File: config.mk
export PLATFORM = sky130hd
export DESIGN_NAME = font_rom_arbiter
export DESIGN_NICKNAME = d
export VERILOG_FILES = /design/src/rtl/font_pkg.sv /design/src/rtl/font_rom_arbiter_rr_arbiter.sv /design/src/rtl/font_rom_arbiter.sv
export SDC_FILE = /design/constraint.sdc
export NUM_CORES = 1
export LEC_CHECK = 0
export CAP_MARGIN = 20
export CORE_MARGIN = 2
export CORE_UTILIZATION = 44
export CTS_BUF_LIST = sky130_fd_sc_hd__clkbuf_8
export DETAILED_ROUTE_END_ITERATION = 7
export GPL_ROUTABILITY_DRIVEN = 0
export GPL_TIMING_DRIVEN = 0
export PLACE_DENSITY = 0.94
export SYNTH_ARGS = -nofsm -noshare
export SYNTH_HDL_FRONTEND = slang
export SYNTH_SLANG_ARGS = --single-unit
File: constraint.sdc
create_clock -name clk -period 2.8 [get_ports clk]
set_input_delay 0.42 -clock clk [delete_from_list [all_inputs] [get_ports clk]]
set_output_delay 0.42 -clock clk [all_outputs]
set_load 0.03 [all_outputs]
File: src/rtl/font_pkg.sv
// Shared defaults and glyph constants for the font ROM arbiter slice.
package font_pkg;
  localparam int unsigned N_REQ     = 3;
  localparam int unsigned CODE_W    = 4;
  localparam int unsigned ROW_W     = 4;
  localparam int unsigned DATA_W    = 8;
  localparam int unsigned BCD_MAX   = 9;
  localparam int unsigned BLANK_ROW = 0;
endpackage

File: src/rtl/font_rom_arbiter_rr_arbiter.sv
// Round-robin selector: first active request at or above ptr, wrapping modulo N.
module rr_arbiter #(
  parameter int unsigned N     = 3,
  parameter int unsigned IDX_W = (N > 1) ? $clog2(N) : 1
) (
  input  logic [N-1:0]     req,
  input  logic [IDX_W-1:0] ptr,
  output logic [N-1:0]     gnt,
  output logic [IDX_W-1:0] idx
);
  import font_pkg::*;

  logic [IDX_W:0] cand;
  logic           found;

  always_comb begin
    gnt   = '0;
    idx   = '0;
    found = 1'b0;
    cand  = '0;
    for (int unsigned i = 0; i < N; i++) begin
      cand = {1'b0, ptr} + (IDX_W+1)'(i);
      if (cand >= (IDX_W+1)'(N)) cand = cand - (IDX_W+1)'(N);
      if (!found && req[cand[IDX_W-1:0]]) begin
        found                 = 1'b1;
        gnt[cand[IDX_W-1:0]]  = 1'b1;
        idx                   = cand[IDX_W-1:0];
      end
    end
  end
endmodule

File: src/rtl/font_rom_arbiter.sv
// Shares one font ROM among several glyph requesters; two-cycle lookup pipeline
// with non-BCD codes answered by a blank row.
module font_rom_arbiter #(
  parameter int unsigned N_REQ  = font_pkg::N_REQ,
  parameter int unsigned CODE_W = font_pkg::CODE_W,
  parameter int unsigned ROW_W  = font_pkg::ROW_W,
  parameter int unsigned DATA_W = font_pkg::DATA_W
) (
  input  logic                      clk,
  input  logic                      reset,
  input  logic                      en,
  input  logic [N_REQ-1:0]          req,
  input  logic [N_REQ*CODE_W-1:0]   code_i,
  input  logic [N_REQ*ROW_W-1:0]    row_i,
  output logic [N_REQ-1:0]          gnt,
  output logic [CODE_W-1:0]         rom_code,
  output logic [ROW_W-1:0]          rom_row,
  input  logic [DATA_W-1:0]         rom_data,
  output logic [N_REQ-1:0]          rsp_valid,
  output logic [DATA_W-1:0]         rsp_data
);
  import font_pkg::*;

  localparam int unsigned IDX_W = (N_REQ > 1) ? $clog2(N_REQ) : 1;

  logic [N_REQ-1:0]  req_en;
  logic [N_REQ-1:0]  arb_gnt;
  logic [IDX_W-1:0]  arb_idx;
  logic              any_gnt;
  logic [CODE_W-1:0] win_code;
  logic [ROW_W-1:0]  win_row;

  logic [IDX_W-1:0]  ptr_q, ptr_d;
  logic [CODE_W-1:0] rom_code_q, rom_code_d;
  logic [ROW_W-1:0]  rom_row_q, rom_row_d;
  logic              s1_vld_q, s1_vld_d, s2_vld_q, s2_vld_d;
  logic [IDX_W-1:0]  s1_tag_q, s1_tag_d, s2_tag_q, s2_tag_d;
  logic              s1_blank_q, s1_blank_d, s2_blank_q, s2_blank_d;

  assign req_en = en ? req : '0;

  rr_arbiter #(.N(N_REQ), .IDX_W(IDX_W)) u_rr (
    .req (req_en),
    .ptr (ptr_q),
    .gnt (arb_gnt),
    .idx (arb_idx)
  );

  assign gnt      = arb_gnt;
  assign any_gnt  = |arb_gnt;
  assign win_code = code_i[arb_idx*CODE_W +: CODE_W];
  assign win_row  = row_i[arb_idx*ROW_W +: ROW_W];

  always_comb begin
    ptr_d      = ptr_q;
    rom_code_d = rom_code_q;
    rom_row_d  = rom_row_q;
    if (any_gnt) begin
      ptr_d      = (arb_idx == IDX_W'(N_REQ-1)) ? '0 : arb_idx + IDX_W'(1);
      rom_code_d = win_code;
      rom_row_d  = win_row;
    end
    // Blank decision travels with the tag; the ROM is still addressed normally.
    s1_vld_d   = any_gnt;
    s1_tag_d   = arb_idx;
    s1_blank_d = (win_code > CODE_W'(BCD_MAX));
    s2_vld_d   = s1_vld_q;
    s2_tag_d   = s1_tag_q;
    s2_blank_d = s1_blank_q;
  end

  always_ff @(posedge clk or negedge reset) begin
    if (!reset) begin
      ptr_q      <= '0;
      rom_code_q <= '0;
      rom_row_q  <= '0;
      s1_vld_q   <= 1'b0;
      s1_tag_q   <= '0;
      s1_blank_q <= 1'b0;
      s2_vld_q   <= 1'b0;
      s2_tag_q   <= '0;
      s2_blank_q <= 1'b0;
    end else begin
      ptr_q      <= ptr_d;
      rom_code_q <= rom_code_d;
      rom_row_q  <= rom_row_d;
      s1_vld_q   <= s1_vld_d;
      s1_tag_q   <= s1_tag_d;
      s1_blank_q <= s1_blank_d;
      s2_vld_q   <= s2_vld_d;
      s2_tag_q   <= s2_tag_d;
      s2_blank_q <= s2_blank_d;
    end
  end

  assign rom_code = rom_code_q;
  assign rom_row  = rom_row_q;

  always_comb begin
    rsp_valid = '0;
    rsp_data  = DATA_W'(BLANK_ROW);
    if (s2_vld_q) begin
      rsp_valid[s2_tag_q] = 1'b1;
      if (!s2_blank_q) rsp_data = rom_data;
    end
  end
endmodule

; ---- Yosys cells after proc, flatten, opt, wreduce, memory -nomap -nowiden
; Cells that the tools add are included.
; Widths: inputs -> output; s select.
[word_totals]
reg_bits = 18
elab_cells = 71
out_inout_bits = 22
inputBits = 38
[op_classes]
addsub = 6
eq_ne = 1
shifts = 2
reduce_logical = 9
bitwise_logic = 2
n_lt_le_gt_ge = 12
muxes = 30
[ops]
columns = op, n
row1 = $shiftx 12x5->4, 2
row2 = $mux 8, 2
row3 = $mux 3, 5
row4 = $mux 2, 7
row5 = $lt 2x3->1 const B, 4
row6 = $mux 1, 9
row7 = $demux 1 s2, 4
row8 = $ge 2x1->1 const B, 4
row9 = $bmux 1 s2, 3
row10 = $ge 3x2->1 const B, 2
row11 = $logic_and 1x1->1, 6
row12 = $or 3x3->3, 2
row13 = $sub 2x2->2 const B, 3
row14 = $gt 4x4->1 const B, 1
row15 = $add 2x1->3 const B, 1
row16 = $add 2x2->3 const B, 1
row17 = $reduce_or 3->1, 1
row18 = $add 2x1->2 const B, 1
row19 = $eq 2x2->1 const B, 1
row20 = $ge 2x2->1 const B, 1
row21 = $logic_not 1->1, 2

; ---- Longest topological paths before layout
[logic_depth]
ltp_word = 13
mapped_depth = 10
depth_no_buf = 8

; ---- Hierarchy
; Synthesis repeated with hierarchy kept, for this count alone.
[hier_totals]
hier_cells = 112
hier_area_um2 = 1159.9
[by_module_without_submodules]
columns = mod, cells_each, instances, seq_area_each_um2, area_each_um2
row1 = font_rom_arbiter, 74, 1, 450.4, 893.4
row2 = rr_arbiter, 38, 1, 0.0, 266.5

; ---- Worst setup path before layout
; Ideal clock, no wire load.
[synth_path]
path_type = reg2reg
start = reg ptr_q[0]
end = reg ptr_q[0]
stages_incl_launch_ff = 10
setup_slack_ps = 210
setup_time_ps = 125
arrival_time_ps = 2465
n_path_buf = 2
t_required_ps = 2675
synth_period_minus_slack_ps = 2590
cell_sequence = dfrtp_1 inv_1 ha_1 buf_2 o21ai_0 a31oi_1 o22ai_1 or3_4 buf_6 mux2_4
[synth_via]
elab_cells_between_ends = 50
classes_between = add/sub: 6 / order compare: 9 / eq/ne: 1 / mux: 24 / bitwise: 2 / reduce/logical: 8
[synth_rtl]
columns = item, line
row1 = from (decl), font_rom_arbiter.sv:33  ; logic [IDX_W-1:0] ptr_q, ptr_d;
row2 = from (signal assigned), font_rom_arbiter.sv:84  ; ptr_q <= ptr_d;
row3 = "$add 2x1->3, or another cell as far along", font_rom_arbiter_rr_arbiter.sv:22  ; cand = {1'b0, ptr} + (IDX_W+1)'(i);
row4 = "$ge 3x2->1, or another cell as far along", font_rom_arbiter_rr_arbiter.sv:23  ; if (cand >= (IDX_W+1)'(N)) cand = cand - (IDX_W+1)'(N);
row5 = "$mux 2, or another cell as far along", font_rom_arbiter_rr_arbiter.sv:23
row6 = "$lt 2x3->1 (not written as such), or another cell as far along", font_rom_arbiter_rr_arbiter.sv:26  ; gnt[cand[IDX_W-1:0]] = 1'b1;
row7 = "$logic_and 1x1->1 (not written as such), or another cell as far along", font_rom_arbiter_rr_arbiter.sv:26
row8 = "$mux 1 (not written as such), or another cell as far along", font_rom_arbiter_rr_arbiter.sv:26
row9 = "$demux 1 s2, or another cell as far along", --
row10 = $or 3x3->3 (no line) or $mux 1 (tied branches), --
row11 = $mux 3 or $logic_not 1->1 (tied branches), font_rom_arbiter_rr_arbiter.sv:24  ; if (!found && req[cand[IDX_W-1:0]]) begin
row12 = $or 3x3->3 (no line) or $logic_and 1x1->1 (tied branches), --
row13 = $mux 3 (*), font_rom_arbiter_rr_arbiter.sv:24
row14 = via gnt[2], font_rom_arbiter.sv:15  ; output logic [N_REQ-1:0] gnt,
row15 = $reduce_or 3->1 (*), font_rom_arbiter.sv:50  ; assign any_gnt = |arb_gnt;
row16 = via any_gnt, font_rom_arbiter.sv:29  ; logic any_gnt;
; Mark *: on every way through the listed nets, which the timed path passes. The rest lies on a longest branch. The select of a mux whose other input is x is not followed.
; A chain may end at the register's enable or synchronous reset.

; ---- Worst setup path after layout
[layout_path]
start = reg ptr_q[0]
end = reg rom_code_q[2], in the netlist rom_code[2]
[layout_via]
elab_chain_cells = 12
elab_cells_between_ends = 48
classes_between = add/sub: 5 / order compare: 9 / shift: 1 / mux: 23 / bitwise: 2 / reduce/logical: 8
[layout_rtl]
columns = item, line
row1 = "parallel branches: the longest is 10 deep, another holds $add 2x1->3", --
row2 = $mux 2 (*), font_rom_arbiter_rr_arbiter.sv:24
row3 = via arb_idx[1], font_rom_arbiter.sv:28  ; logic [IDX_W-1:0] arb_idx;
row4 = $shiftx 12x5->4 (*), font_rom_arbiter.sv:51  ; assign win_code = code_i[arb_idx*CODE_W +: CODE_W];
row5 = to (signal assigned), font_rom_arbiter.sv:85  ; rom_code_q <= rom_code_d;
row6 = to (decl), font_rom_arbiter.sv:34  ; logic [CODE_W-1:0] rom_code_q, rom_code_d;
; Mark *: on every way through the listed nets, which the timed path passes. The select of a mux whose other input is x is not followed.

==> results.tsv <==
metric	value	unit
vias_per_cell	5.41	
synth_cell_types	47	
power_density	893	mW/mm^2
drt_iter0_markers	67	
relSlewSlack	47.4	%
core	0.00305	mm^2
nFillCells	243	
min_path_cells	0	
drive_above_1_share	14.0	%
initial_core_util	46.0	%
row_count	20	
drv_slew	0	
fin_crit	2.73	ns
synth_top_area_share	32.1	%
clk_pin_slew	0.07	ns
reg2regPathDepth	10	
yosysTopAreaCell	dfrtp_1	
total_power	1930	uW
cts_num_sinks	18	
antenna_left	0	
first_pass_iters	4	
synth_area_leaders	dfrtp_1 32%, mux2i_1 7.8%, o31ai_1 4.8%	
grt_pass1_wl	5770	um
die_height	60.5	um
yosysSeqAreaShare	32.1	%
vias	1395	
finish.net_count	257	
holdBufCountCts	0	
critPathCaptureType	flop	
synthCells	150	
arrival	2.84	ns
synth_nets	192	
postSynth.asyncResetShare	100	%
cts-root-buf	clkbuf_8	
drv_cap	0	
gr-total-overflow	0	
min_period_over_period	97.3	%
synthesis.area	0.00140	mm^2
synthTopCellsByCount	18 x dfrtp_1, 12 x inv_1, 11 x mux2i_1	
antenna_cells	0	
clockBufferDepth	2	
finalSetupViolations	0	
grt_pass1_vias	1262	
utilization	70.7	%
drc	0	
crit_type	reg2reg	
grt_max_degree	19	
grt_use_total	20.8	%
status	finished, final reports clean	
synth-seq-cells	18	
cts_tree	built	
numCtsBuffers	3	
setup_tns	0	ns
cp_data_required_time	2.92	ns
p_leak	0.000980	uW
postPlaceCellArea	0.00204	mm^2
post-route-worst-setup-slack	0.0749	ns
yosysMostFrequentCell	dfrtp_1	
skew	0.000701	ns
ys_warn_count	0	
dp_hpwl	2850	um
synth_edf_count	0	
clk_latency	0.24	ns
post-place-ws	-0.0560	ns
area_growth	53.7	%
die_w	60.5	um
num_io_pins	60	
wl_per_cell	14.7	um
final_area	0.00216	mm^2
syn_area_per_cell	9.36	um^2
max_clock_freq	367	MHz
ir_worst_vdd	0.000300	V
synth_ff_type	dfrtp_1	
critPathLaunchType	flop	
hp-class	reg2reg	
htreeDepth	1	
cp_max_fo	10	
worstMarginPinSlew	0.786	ns
numPortBuffers	58	
routed_wl	3800	um
hold_violations	0	
die-area	0.00366	mm^2
grt_antenna_before_repair	0	
==> cell families after synthesis <==
family          share of synthesized area [%]
compound gates                           26.6
simple gates                             19.9
buf+inv                                  7.31
flops                                    32.1
mux                                      10.5
fa+ha+maj                                3.57
==> where the power goes <==
group / total [uW] / internal [uW] / leakage (uW) / switching, uW
Clock: 204 / 125 / 0.0000288 / 79.5
Sequential: 443 / 374 / 0.000220 / 68.6
Combinational: 1280 / 580 / 0.000731 / 699
Total: 1930 / 1080 / 0.000980 / 847
==> repair_timing <==
item	4_1_cts	5_1_grt
buffers inserted	0	2
pin swaps	0	3
resized for setup	4	12
endpoints found under the setup margin	7	11
==> state kept, by name, summed over array words and instances, names as in the netlist <==
| register | flops |
|---|---|
| ptr_q | 2 |
| s1_vld_q | 1 |
| s2_blank_q | 1 |
| rom_code | 4 |
| s2_vld_q | 1 |
| s1_blank_q | 1 |
| s2_tag_q | 2 |
| s1_tag_q | 2 |
| rom_row | 4 |
==> cell type report <==
| type | count | area [um^2] | area share (%) |
|---|---|---|---|
| plain buffers | 9 | 61.3 | 2.84 |
| clock buffers | 4 | 55.1 | 2.55 |
| inverters | 12 | 45.0 | 2.09 |
| multi-input cells | 111 | 902 | 41.8 |
| flip-flops and latches | 18 | 450 | 20.9 |
| well taps | 44 | 55.1 | 2.55 |
| repair buffers | 60 | 588 | 27.3 |
==> metal layers <==
layer / part of all wire (%) / GRT usage, % / wire [um] / vias up
li1: - / - / - / 674
met1: 42 / 26.0 / 1600 / 641
met2: 50 / 38.5 / 1900 / 72
met3: 6.5 / 1.49 / 246 / 8
met4: 1.4 / 5.59 / 55 / 0
met5: 0 / 0 / 0 / -
==> final timing paths <==
kind,from,endpoint,slack [ns]
max in group asynchronous,reset,rom_row[3],1.68
worst max register to register,ptr_q[0],rom_code[2],0.07
worst min-delay path,s1_vld_q,s2_vld_q,0.36
worst max-delay path,ptr_q[0],rom_code[2],0.07
worst min register to register,s1_vld_q,s2_vld_q,0.36
min in group asynchronous,reset,rom_code[0],0.63
==> critical path: stages, from the launching register on <==
cell	delay (ns)
dfrtp_1	0.41
inv_1	0.08
ha_1	0.34
buf_2	0.20
and4b_1	0.19
o211ai_1	0.21
o2bb2ai_4	0.19
or2_1	0.31
buf_4	0.20
o31ai_1	0.33
mux2i_1	0.12
==> layout by cell type (no fill, tap or decap), types with 5 or more instances in the layout <==
cell and n:
inv_1 12, and3_1 8, mux2i_1 11, o21bai_1 8, and2_1 9, clkdlybuf4s50_1 55
nor2_1 5, dfrtp_1 18, a21boi_0 7, o31ai_1 5
==> through the flow <==
stage / hold slack, ns / cells
floorplan: 0.124 / 150
global placement: 0.331 / 252
detailed placement: 0.336 / 252
CTS: 0.360 / 256
global route: 0.360 / 258
finish: 0.360 / 258
(Power assumes the default switching activity.)
